==> src/rtl/aes_blk_ctrl_pkg.sv <==
// Shared widths and FSM state encoding for the AES block controller.
package aes_blk_ctrl_pkg;

  localparam int unsigned AES_DW    = 128;
  localparam int unsigned AES_CNT_W = 16;
  localparam int unsigned AES_TMO   = 64;

  typedef enum logic [2:0] {
    ST_IDLE  = 3'd0,
    ST_KEY   = 3'd1,
    ST_START = 3'd2,
    ST_WAIT  = 3'd3,
    ST_OUT   = 3'd4
  } aes_state_e;

endpackage

==> src/rtl/aes_tmo_cnt.sv <==
// Wait-cycle counter for the AES core; o_exp_c flags the last allowed WAIT cycle.
module aes_tmo_cnt #(
  parameter int unsigned TMO = 64
) (
  input  logic clk,
  input  logic reset,
  input  logic i_clr,
  input  logic i_en,
  output logic o_exp_c
);

  localparam int unsigned TW = (TMO > 1) ? $clog2(TMO) : 1;

  logic [TW-1:0] r_cnt;

  // Holds at the expiry value; the controller leaves WAIT on that cycle anyway.
  always_ff @(posedge clk or posedge reset) begin
    if (reset) begin
      r_cnt <= '0;
    end else if (i_clr) begin
      r_cnt <= '0;
    end else if (i_en && !o_exp_c) begin
      r_cnt <= r_cnt + TW'(1);
    end
  end

  assign o_exp_c = (r_cnt == TW'(TMO - 1));

endmodule

==> src/rtl/aes_blk_ctrl.sv <==
// Sequences key loads and data blocks between the input word assembler, the AES core and the output serializer.
module aes_blk_ctrl
  import aes_blk_ctrl_pkg::*;
#(
  parameter int unsigned DW    = AES_DW,
  parameter int unsigned CNT_W = AES_CNT_W,
  parameter int unsigned TMO   = AES_TMO
) (
  input  logic             clk,
  input  logic             reset,
  input  logic [DW-1:0]    in_data,
  input  logic             in_ctrl,
  input  logic             in_rdy,
  output logic             in_pull,
  output logic [DW-1:0]    key,
  output logic             key_ld,
  output logic [DW-1:0]    aes_din,
  output logic             aes_start,
  input  logic             aes_done,
  input  logic [DW-1:0]    aes_dout,
  output logic [DW-1:0]    out_data,
  output logic             out_vld,
  input  logic             out_ack,
  output logic             key_valid,
  output logic [CNT_W-1:0] blk_cnt,
  output logic             err_nokey,
  output logic             err_tmo,
  input  logic             err_clr
);

  aes_state_e r_state;
  logic       w_tmo_exp;
  logic       w_tmo_clr;
  logic       w_tmo_en;

  assign w_tmo_clr = (r_state == ST_START);
  assign w_tmo_en  = (r_state == ST_WAIT);

  aes_tmo_cnt #(
    .TMO (TMO)
  ) u_tmo_cnt (
    .clk     (clk),
    .reset   (reset),
    .i_clr   (w_tmo_clr),
    .i_en    (w_tmo_en),
    .o_exp_c (w_tmo_exp)
  );

  always_ff @(posedge clk or posedge reset) begin
    if (reset) begin
      r_state   <= ST_IDLE;
      in_pull   <= 1'b0;
      key       <= '0;
      key_ld    <= 1'b0;
      aes_din   <= '0;
      aes_start <= 1'b0;
      out_data  <= '0;
      out_vld   <= 1'b0;
      key_valid <= 1'b0;
      blk_cnt   <= '0;
      err_nokey <= 1'b0;
      err_tmo   <= 1'b0;
    end else begin
      in_pull   <= 1'b0;
      key_ld    <= 1'b0;
      aes_start <= 1'b0;

      // Clear first so that an error raised below in the same cycle wins.
      if (err_clr) begin
        err_nokey <= 1'b0;
        err_tmo   <= 1'b0;
      end

      case (r_state)
        // in_rdy is ignored while the previous pull is still in flight.
        ST_IDLE: begin
          if (in_rdy && !in_pull) begin
            in_pull <= 1'b1;
            if (in_ctrl) begin
              key     <= in_data;
              r_state <= ST_KEY;
            end else if (key_valid) begin
              aes_din <= in_data;
              r_state <= ST_START;
            end else begin
              err_nokey <= 1'b1;
            end
          end
        end
        ST_KEY: begin
          key_ld    <= 1'b1;
          key_valid <= 1'b1;
          r_state   <= ST_IDLE;
        end
        ST_START: begin
          aes_start <= 1'b1;
          r_state   <= ST_WAIT;
        end
        ST_WAIT: begin
          if (aes_done) begin
            out_data <= aes_dout;
            out_vld  <= 1'b1;
            r_state  <= ST_OUT;
          end else if (w_tmo_exp) begin
            err_tmo <= 1'b1;
            r_state <= ST_IDLE;
          end
        end
        ST_OUT: begin
          if (out_ack) begin
            out_vld <= 1'b0;
            blk_cnt <= blk_cnt + CNT_W'(1);
            r_state <= ST_IDLE;
          end
        end
        default: r_state <= ST_IDLE;
      endcase
    end
  end

endmodule

==> config.mk <==
export PLATFORM = sky130hd
export DESIGN_NAME = aes_blk_ctrl
export DESIGN_NICKNAME = d
export VERILOG_FILES = /design/src/rtl/aes_blk_ctrl_pkg.sv /design/src/rtl/aes_tmo_cnt.sv /design/src/rtl/aes_blk_ctrl.sv
export SDC_FILE = /design/constraint.sdc
export NUM_CORES = 1
export LEC_CHECK = 0
export ABC_AREA = 1
export BUFFER_PORTS_ARGS = -buffer_cell sky130_fd_sc_hd__buf_2
export CORE_AREA = 2 2 259 261
export DETAILED_ROUTE_END_ITERATION = 8
export DIE_AREA = 0 0 261 263
export SYNTH_ARGS = -nofsm -noshare
export SYNTH_HDL_FRONTEND = slang
export SYNTH_HIERARCHICAL = 1
export SYNTH_SLANG_ARGS = --single-unit
==> constraint.sdc <==
create_clock -name clk -period 23 [get_ports clk]
set_clock_uncertainty 0.15 [all_clocks]
set_input_delay 3.45 -clock clk [delete_from_list [all_inputs] [get_ports clk]]
set_output_delay 3.45 -clock clk [all_outputs]
set_load 0.01 [all_outputs]
==> results.txt, run 1 <==
The run finished with clean final reports. Across the VDD grid, the largest voltage drop is 0.0657 mV. The number of rows created at floorplan came out at 94.

In this run the worst hold path is classified as reg2reg. In this run the count of I/O pins placed on the die edge is 670. The filler cell count is 6871.

The actual transition at the worst max-transition pin is 0.947 ns. The sink count of the clock tree is 416. The number of DRC markers in iteration 0 is 876. The area inside the core boundary came out at 0.0656 mm^2. The clock period minus worst slack is 6.88 ns. After synthesis, the cell types taking the most area are dfrtp_1, nand2_1, o21ai_2. For this run, the leading register cell type out of synthesis is dfrtp_1.

Summed over all layers, the global routing overflow is 0. The instance area at placement came out at 0.0206 mm^2. TritonCTS built the clock tree.

Dividing the detail-routed via count by the number of cells gives 4.20. The count of warnings emitted by yosys is 6. After synthesis, the largest family of logic cells by area is simple AND/OR/NAND/NOR gates. The congestion estimate from routability-driven global placement came to 0.828. The post-synthesis xor/xnor area fraction came out at 0.00525. The simple logic cell fraction of the synthesized area is 0.189. The reg2reg setup slack came out at 18.46 ns.

The most frequent cell after synthesis is nand2_1. Buffers inserted during clock tree synthesis total 47. After synthesis, the netlist uses 29 different library cells. In this run the tool buffered the top-level ports with 669 buffer cells. The first global-routing pass estimated 77.6 mm of wire. The number of global-route vias before repair is 13500. The arrival time of the worst setup path is 7.14 ns. The fraction of synthesis flops using an asynchronous set or reset pin came out at 1.00. The hold buffer count at CTS came out at 0.

For this block, the routed nets add up to 50.6 mm of wire. The maximum level of the CTS H-tree came out at 2. The initial core utilization came out at 0.254. The iteration count of the initial detailed-routing pass came out at 4. The adder-cell area share of the yosys netlist is 0.00150.

The number of synthesized flops with an enable pin came out at 0. The number of buffers added for setup after CTS is 0. Of all nets on the critical path, the largest fanout is 71. Relative to the synthesized area, the layout overhead comes to 33.1%. The power density over the cells is 138 mW/mm^2. In this run the static leakage power is 12.3 nW. The final routed DRC violation total is 0. The die span in x is 261 um. Across the run, the number of max-cap violations was 0.

STA classifies the critical path startpoint as a primary input. The final count of hold timing violations came out at 0. The post-DP HPWL came out at 37.1 mm. The critical path class is in2reg.

The mean instance size in the synthesized netlist is 9.75 um^2. The multi-input logic area came out at 0.00505 mm^2. Clock tree synthesis selected as its root buffer the cell clkbuf_16. The sequential share of the synthesized area came out at 0.624. No sink is reached through more buffers than the 3 on the longest clock path.

The accumulated negative setup slack came out at 0 ns. Ranked by instance count, the synthesized netlist is headed by nand2_1, dfrtp_1, inv_1, nand3_1, o21ai_2. Measured against its own limit, the worst slew margin works out to 0.368. The register area is 0.0104 mm^2.

Of the post-synthesis cell area, the part taken by muxes is 0. The floorplan die height came out at 263 um. The required time at the endpoint of the critical path is 23.26 ns.

The number of nets at the end of the flow is 2609. The category of the worst setup path capture point is a flip-flop. After synthesis the cells add up to 0.0167 mm^2. The post-synth net total is 1975. Once detail routing completed, the nets flagged for antenna violations numbered 0.

The post-synthesis compound-gate area fraction is 0.106. The ratio of final minimum period to clock period is 0.299. Of the post-synthesis cell area, the dominant cell type holds 0.624.

The number of gates given a new drive strength after cts is 0. The maximum number of pins on one net before global-route repair came out at 116. Setup repair after global routing left no endpoint under its margin. The clock network latency to the later pin of the worst-skew pair came out at 0.57 ns. The count of vias placed by the detailed router is 13600.

The clock transition at the registers of the reported paths is 0.06 ns. The setup-violating endpoint count in the final report came out at 0. The cell type with the largest total area after synthesis is dfrtp_1. The cell count after synthesis came out at 1710. The maximum clock rate came out at 145 MHz. The number of antenna violations at the first check in global routing is 4. In the final layout, the share of cells above drive strength 1 is 0.381.

The total die area is 0.0686 mm^2. The average wire per standard cell is 15.6 um. The final standard cell area without fillers came out at 0.0222 mm^2. Synthesis inferred 416 register bits. The max-slew violation count is 0. The total global routing track utilization is 0.143.
routing by layer:
| layer | routed length [um] | up-vias | GRT usage | part of all wire |
|---|---|---|---|---|
| li1 | - | 6675 | - | - |
| met1 | 20600 | 6329 | 0.172 | 0.41 |
| met2 | 24100 | 520 | 0.239 | 0.48 |
| met3 | 4180 | 96 | 0.0426 | 0.083 |
| met4 | 1760 | 2 | 0.0548 | 0.035 |
| met5 | 13 | - | 0 | 0.00026 |
stage by stage:
stage	instances	hold WS (ns)	worst slack [ns]	power, W	util
after global routing	3247	0.322	15.86	0.00329	0.338
after CTS	3245	0.318	16.16	0.00312	0.338
after detailed placement	3159	0.303	15.54	0.00235	0.314
after global placement	3159	0.300	15.58	0.00233	0.314
after floorplan	1710	0.322	7.99	0.00184	-
final	3247	0.312	16.12	0.00307	0.338
power by group:
group	total [W]	leakage [nW]	switching, W	internal [W]
sequential	0.00124	5.24	0.000182	0.00106
clock	0.000748	0.754	0.000315	0.000432
combinational	0.00108	6.34	0.000658	0.000420
total	0.00307	12.3	0.00116	0.00191
layout make-up:
class | instances | share of cell area
Antenna cell | 2 | 0.000226
Clock buffer | 63 | 0.0598
Clock inverter | 23 | 0.0103
Inverter | 161 | 0.0276
Multi-Input combinational cell | 1033 | 0.228
Sequential cell | 416 | 0.469
Tap cell | 864 | 0.0487
Timing Repair Buffer | 685 | 0.156
critical path: stages:
cell	delay (ns)
buf_2	0.18
nor2_4	0.07
nand4_4	0.14
buf_4	0.71
buf_4	0.73
buf_4	0.70
buf_4	0.76
o21ai_0	0.17
worst paths after layout:
check	startpoint	endpoint	cells after the start
setup reg to reg	r_state[2]	aes_din[126]	9
max in group asynchronous	reset	key[77]	5
hold reg to reg	out_data[87]	out_data[87]	2
setup / recovery	in_ctrl	aes_din[126]	8
min in group asynchronous	reset	u_tmo_cnt/r_cnt[5]	2
hold / removal	out_data[87]	out_data[87]	2
logic make-up after synthesis:
logic type,after synthesis
AND/OR/NAND/NOR,759
XOR/XNOR,10
adder cells (fa/ha/maj),2
AO/OA/AOI/OAI,262
buffers and inverters,261
flip-flops,416
cells in the final DEF (no fill, tap or decap), types with 2 or more instances in the layout:
master and n:
inv_2 6, ha_1 2, nor3_1 5, xor2_1 4
buf_2 668, clkbuf_1 8, dfrtp_1 416, diode_2 2
nand4_1 7, buf_4 17, nor2_1 20, clkinv_2 11
clkbuf_16 48, nor2_4 3, nand2_1 566, nand3b_1 2
clkbuf_8 7, o21ai_2 120, clkinvlp_4 6, nand3_1 144
inv_1 154, inv_6 2, nand2_4 2, o21ai_1 111
nand2_2 3, xnor2_1 6, o21ai_0 29, bufinv_16 2
state kept, by name, summed over array words and instances (netlist names):
name and count:
aes_start 1, aes_din 128, in_pull 1, r_state 3, out_data 128, key_valid 1
out_vld 1, u_tmo_cnt/r_cnt 6, key 128, blk_cnt 16, err_tmo 1, err_nokey 1
key_ld 1
Power figures use the tool's default switching activity.
==> run 2, diff against run 1 <==
- ABC_AREA: 1 -> 0
- CORE_AREA: 2 2 259 261 -> 2 2 261 263
- DIE_AREA: 0 0 261 263 -> 0 0 263 265
- clock period: 23 -> 5.6 ns (I/O delays scaled with it)
==> results.txt, run 2 <==
The post-synthesis cell type count is 41 (+41%). The ratio of final minimum period to clock period came out at 0.499. The number of cells on the worst reg-to-reg path came to 5 (-4). The category of the worst setup path capture point is a flip-flop. The mean number of vias per cell is 4.14 (-1.4%). The number of synthesized flops with an enable pin came out at 0 (unchanged). The total power draw is 0.0127 W (+310%). The post-synthesis instance area came out at 0.0158 mm^2 (-5.2%). The critical path class is reg2reg. The required time at the endpoint of the critical path is 5.88 ns (-17.38 ns). The number of antenna violations at the first check in global routing is 8 (+4). The average wire per standard cell came out at 16.9 um (+8.4%). The number of nets still failing antenna checks after routing came to 0 (unchanged).

The max-slew violation count came out at 0 (unchanged). The number of gates given a new drive strength after cts came out at 0 (unchanged). The clock tree buffer depth was 3 (unchanged). The clock buffer count from CTS came out at 45 (-4.3%). The count of warnings emitted by yosys is 6 (unchanged). By area the synthesized netlist is led by dfrtp_1, mux2_2, buf_6.

STA classifies the critical path startpoint as a flip-flop. The area inside the core boundary is 0.0668 mm^2 (+1.8%). Of all cell types, the one taking the most synthesized area is dfrtp_1. In this run the clock root is driven by a clkbuf_16.

The sequential share of the synthesized area is 0.659 (+0.0342). The most common cell in the synthesized netlist is dfrtp_1. The number of global-route vias before repair came to 11500 (-15%). The reg2reg setup slack is 2.81 ns (-15.65 ns). The fraction of synthesis flops using an asynchronous set or reset pin is 1.00 (unchanged). The synthesized instance count came to 952 (-44%).

Leaving out fill and tap cells, the most frequent cell in the layout is buf_2. The initial core utilization is 0.237 (-0.0174). The wire length reported by the detailed router came out at 43.1 mm (-15%).

TritonCTS built the clock tree. The count of pins on the block boundary came out at 670 (unchanged). The post-synth net total came out at 1217 (-38%).

The total die area came out at 0.0697 mm^2 (+1.5%). The static power due to leakage came to 10.6 nW (-14%). The total global routing track utilization came out at 0.120 (-0.0231). The count of vias placed by the detailed router came out at 10500 (-23%). The run finished with clean final reports. The total global routing overflow was 0 (unchanged). The maximum number of pins on one net before global-route repair came to 143 (+23%). In the final layout, the registers with the most flip-flops are aes_din: 128 flops, key: 128 flops, out_data: 128 flops. The clock period minus worst slack is 2.79 ns. The final count of hold timing violations came to 0 (unchanged).

The arrival time of the worst setup path came out at 3.08 ns (-4.06 ns). The sink count of the clock tree is 416 (unchanged). The maximum clock rate came out at 358 MHz. The iteration count of the initial detailed-routing pass came out at 4 (unchanged). The number of nets at the end of the flow was 1901 (-27%). The maximum net fanout on the critical path was 79 (+11%).

The instance area at placement is 0.0201 mm^2 (-2.7%). In the synthesized netlist the dominant register cell turns out to be dfrtp_1. The final standard cell area without fillers is 0.0216 mm^2 (-2.6%). The worst IR drop on VDD is 0.295 mV (+350%). The setup-violating endpoint count in the final report was 0 (unchanged).

The tightest slew margin relative to the limit was 0.348 (-0.0200). The startpoint of the most critical register-to-register path is r_state[2]. The number of DRC markers in iteration 0 came to 439 (-50%). The mean instance size in the synthesized netlist came out at 16.6 um^2 (+70%). The hold buffer count at CTS came to 0 (unchanged). The number of buffers added for setup after CTS came to 0 (unchanged).

The maximum level of the CTS H-tree came out at 2 (unchanged). The area added between synthesis and finish came out at 36.7%. The final routed DRC violation total is 0 (unchanged).

The die span in x was 263 um (+0.77%). The count of max-cap constraint violations is 0 (unchanged). The fraction of final layout cells with drive strength greater than 1 came out at 0.691 (+0.311). The number of rows created at floorplan came out at 95 (+1.1%). The quantity of I/O buffers inserted on ports came to 669 (unchanged).

The synthesis-stage register bit count came out at 416 (unchanged). The path class of the tightest hold or removal check is in2async. Setup repair after global routing left no endpoint under its margin. The share of the core filled with cells came out at 0.324 (-0.0146). The actual transition at the worst max-transition pin came out at 0.975 ns (+0.0279 ns). The post-DP HPWL is 32.1 mm (-13%).

The final hold slack is 0.0792 ns (-0.233 ns). Sorting the synthesized cells by how often they occur yields dfrtp_1, mux2_2, buf_6, buf_2, nor2_1. The area share of the leading cell type in the synthesized netlist came out at 0.659 (+0.0342). The final RePlAce weighted congestion is 0.858 (+3.6%). The floorplan die height is 265 um (+0.76%). The endpoint identified for the worst register-to-register timing path is key[101].

The power density over the cells came out at 587 mW/mm^2 (+320%). The wire length of the first global-routing pass is 66.4 mm (-14%). In the layout the commonest cells are buf_2, dfrtp_1, mux2_2, clkbuf_16, clkbuf_8. The clock network latency to the later pin of the worst-skew pair came out at 0.55 ns (-0.02 ns). The clock transition at the registers of the reported paths is 0.06 ns (about the same).
run 2: worst max-delay path by stage:
stage                from          to  slack (ns)  cells after the start
6_report       r_state[2]    key[101]        2.81                      5
5_1_grt        r_state[2]     key[96]        2.64                      5
4_1_cts        r_state[2]     key[96]        2.76                      5
3_5_place_dp       in_rdy     key[96]        2.37                      6
3_3_place_gp       in_rdy    key[108]        2.43                      6
2_1_floorplan       reset  aes_din[0]       -0.92                      1
run 2: final cells by class:
type	instances	area, um^2
antenna	8	20.0
clock buffer	69	1420
clock inverter	11	111
fill	6676	45200
inverter	10	41.3
multi-input combinational	480	5000
sequential	416	10400
tap	873	1090
timing repair buffer	683	3520
run 2: per-layer routing:
| layer | vias up | track usage | routed length (um) |
|---|---|---|---|
| met5 | - | 0 | 0 |
| met4 | 0 | 0.0541 | 1650 |
| met3 | 78 | 0.0425 | 3800 |
| met2 | 493 | 0.215 | 22000 |
| met1 | 5229 | 0.126 | 15700 |
| li1 | 4745 | - | - |
run 2: kinds of logic after synthesis:
logic type                 share of synthesized area
AOI/OAI and AO/OA                            0.00926
buffers and inverters                         0.0262
DFF                                            0.659
xor gates and xnor gates                     0.00831
and+or+nand+nor                               0.0217
muxes                                          0.274
adders and majority gates                    0.00158
run 2: report_power, final:
| part | leakage (nW) | internal (W) | switching (W) | total [W] |
|---|---|---|---|---|
| Sequential | 5.02 | 0.00445 | 0.000726 | 0.00518 |
| Combinational | 4.84 | 0.00231 | 0.00219 | 0.00450 |
| Clock | 0.762 | 0.00183 | 0.00119 | 0.00301 |
| Total | 10.6 | 0.00859 | 0.00410 | 0.0127 |
run 2: worst max-delay path: stages (launching register included):
cell and delay, ns:
dfrtp_1 0.48, or3b_4 0.46, nor3_4 0.22, nand2_4 0.45, buf_12 0.44, mux2_2 0.36
run 2: stage by stage:
| stage | setup slack, ns | TNS, ns | cells |
|---|---|---|---|
| finish | 2.81 | 0 | 2550 |
| floorplan | -0.916 | -375.41 | 952 |
| detailed placement | 2.37 | 0 | 2462 |
| global placement | 2.43 | 0 | 2462 |
| global route | 2.64 | 0 | 2548 |
| CTS | 2.76 | 0 | 2542 |
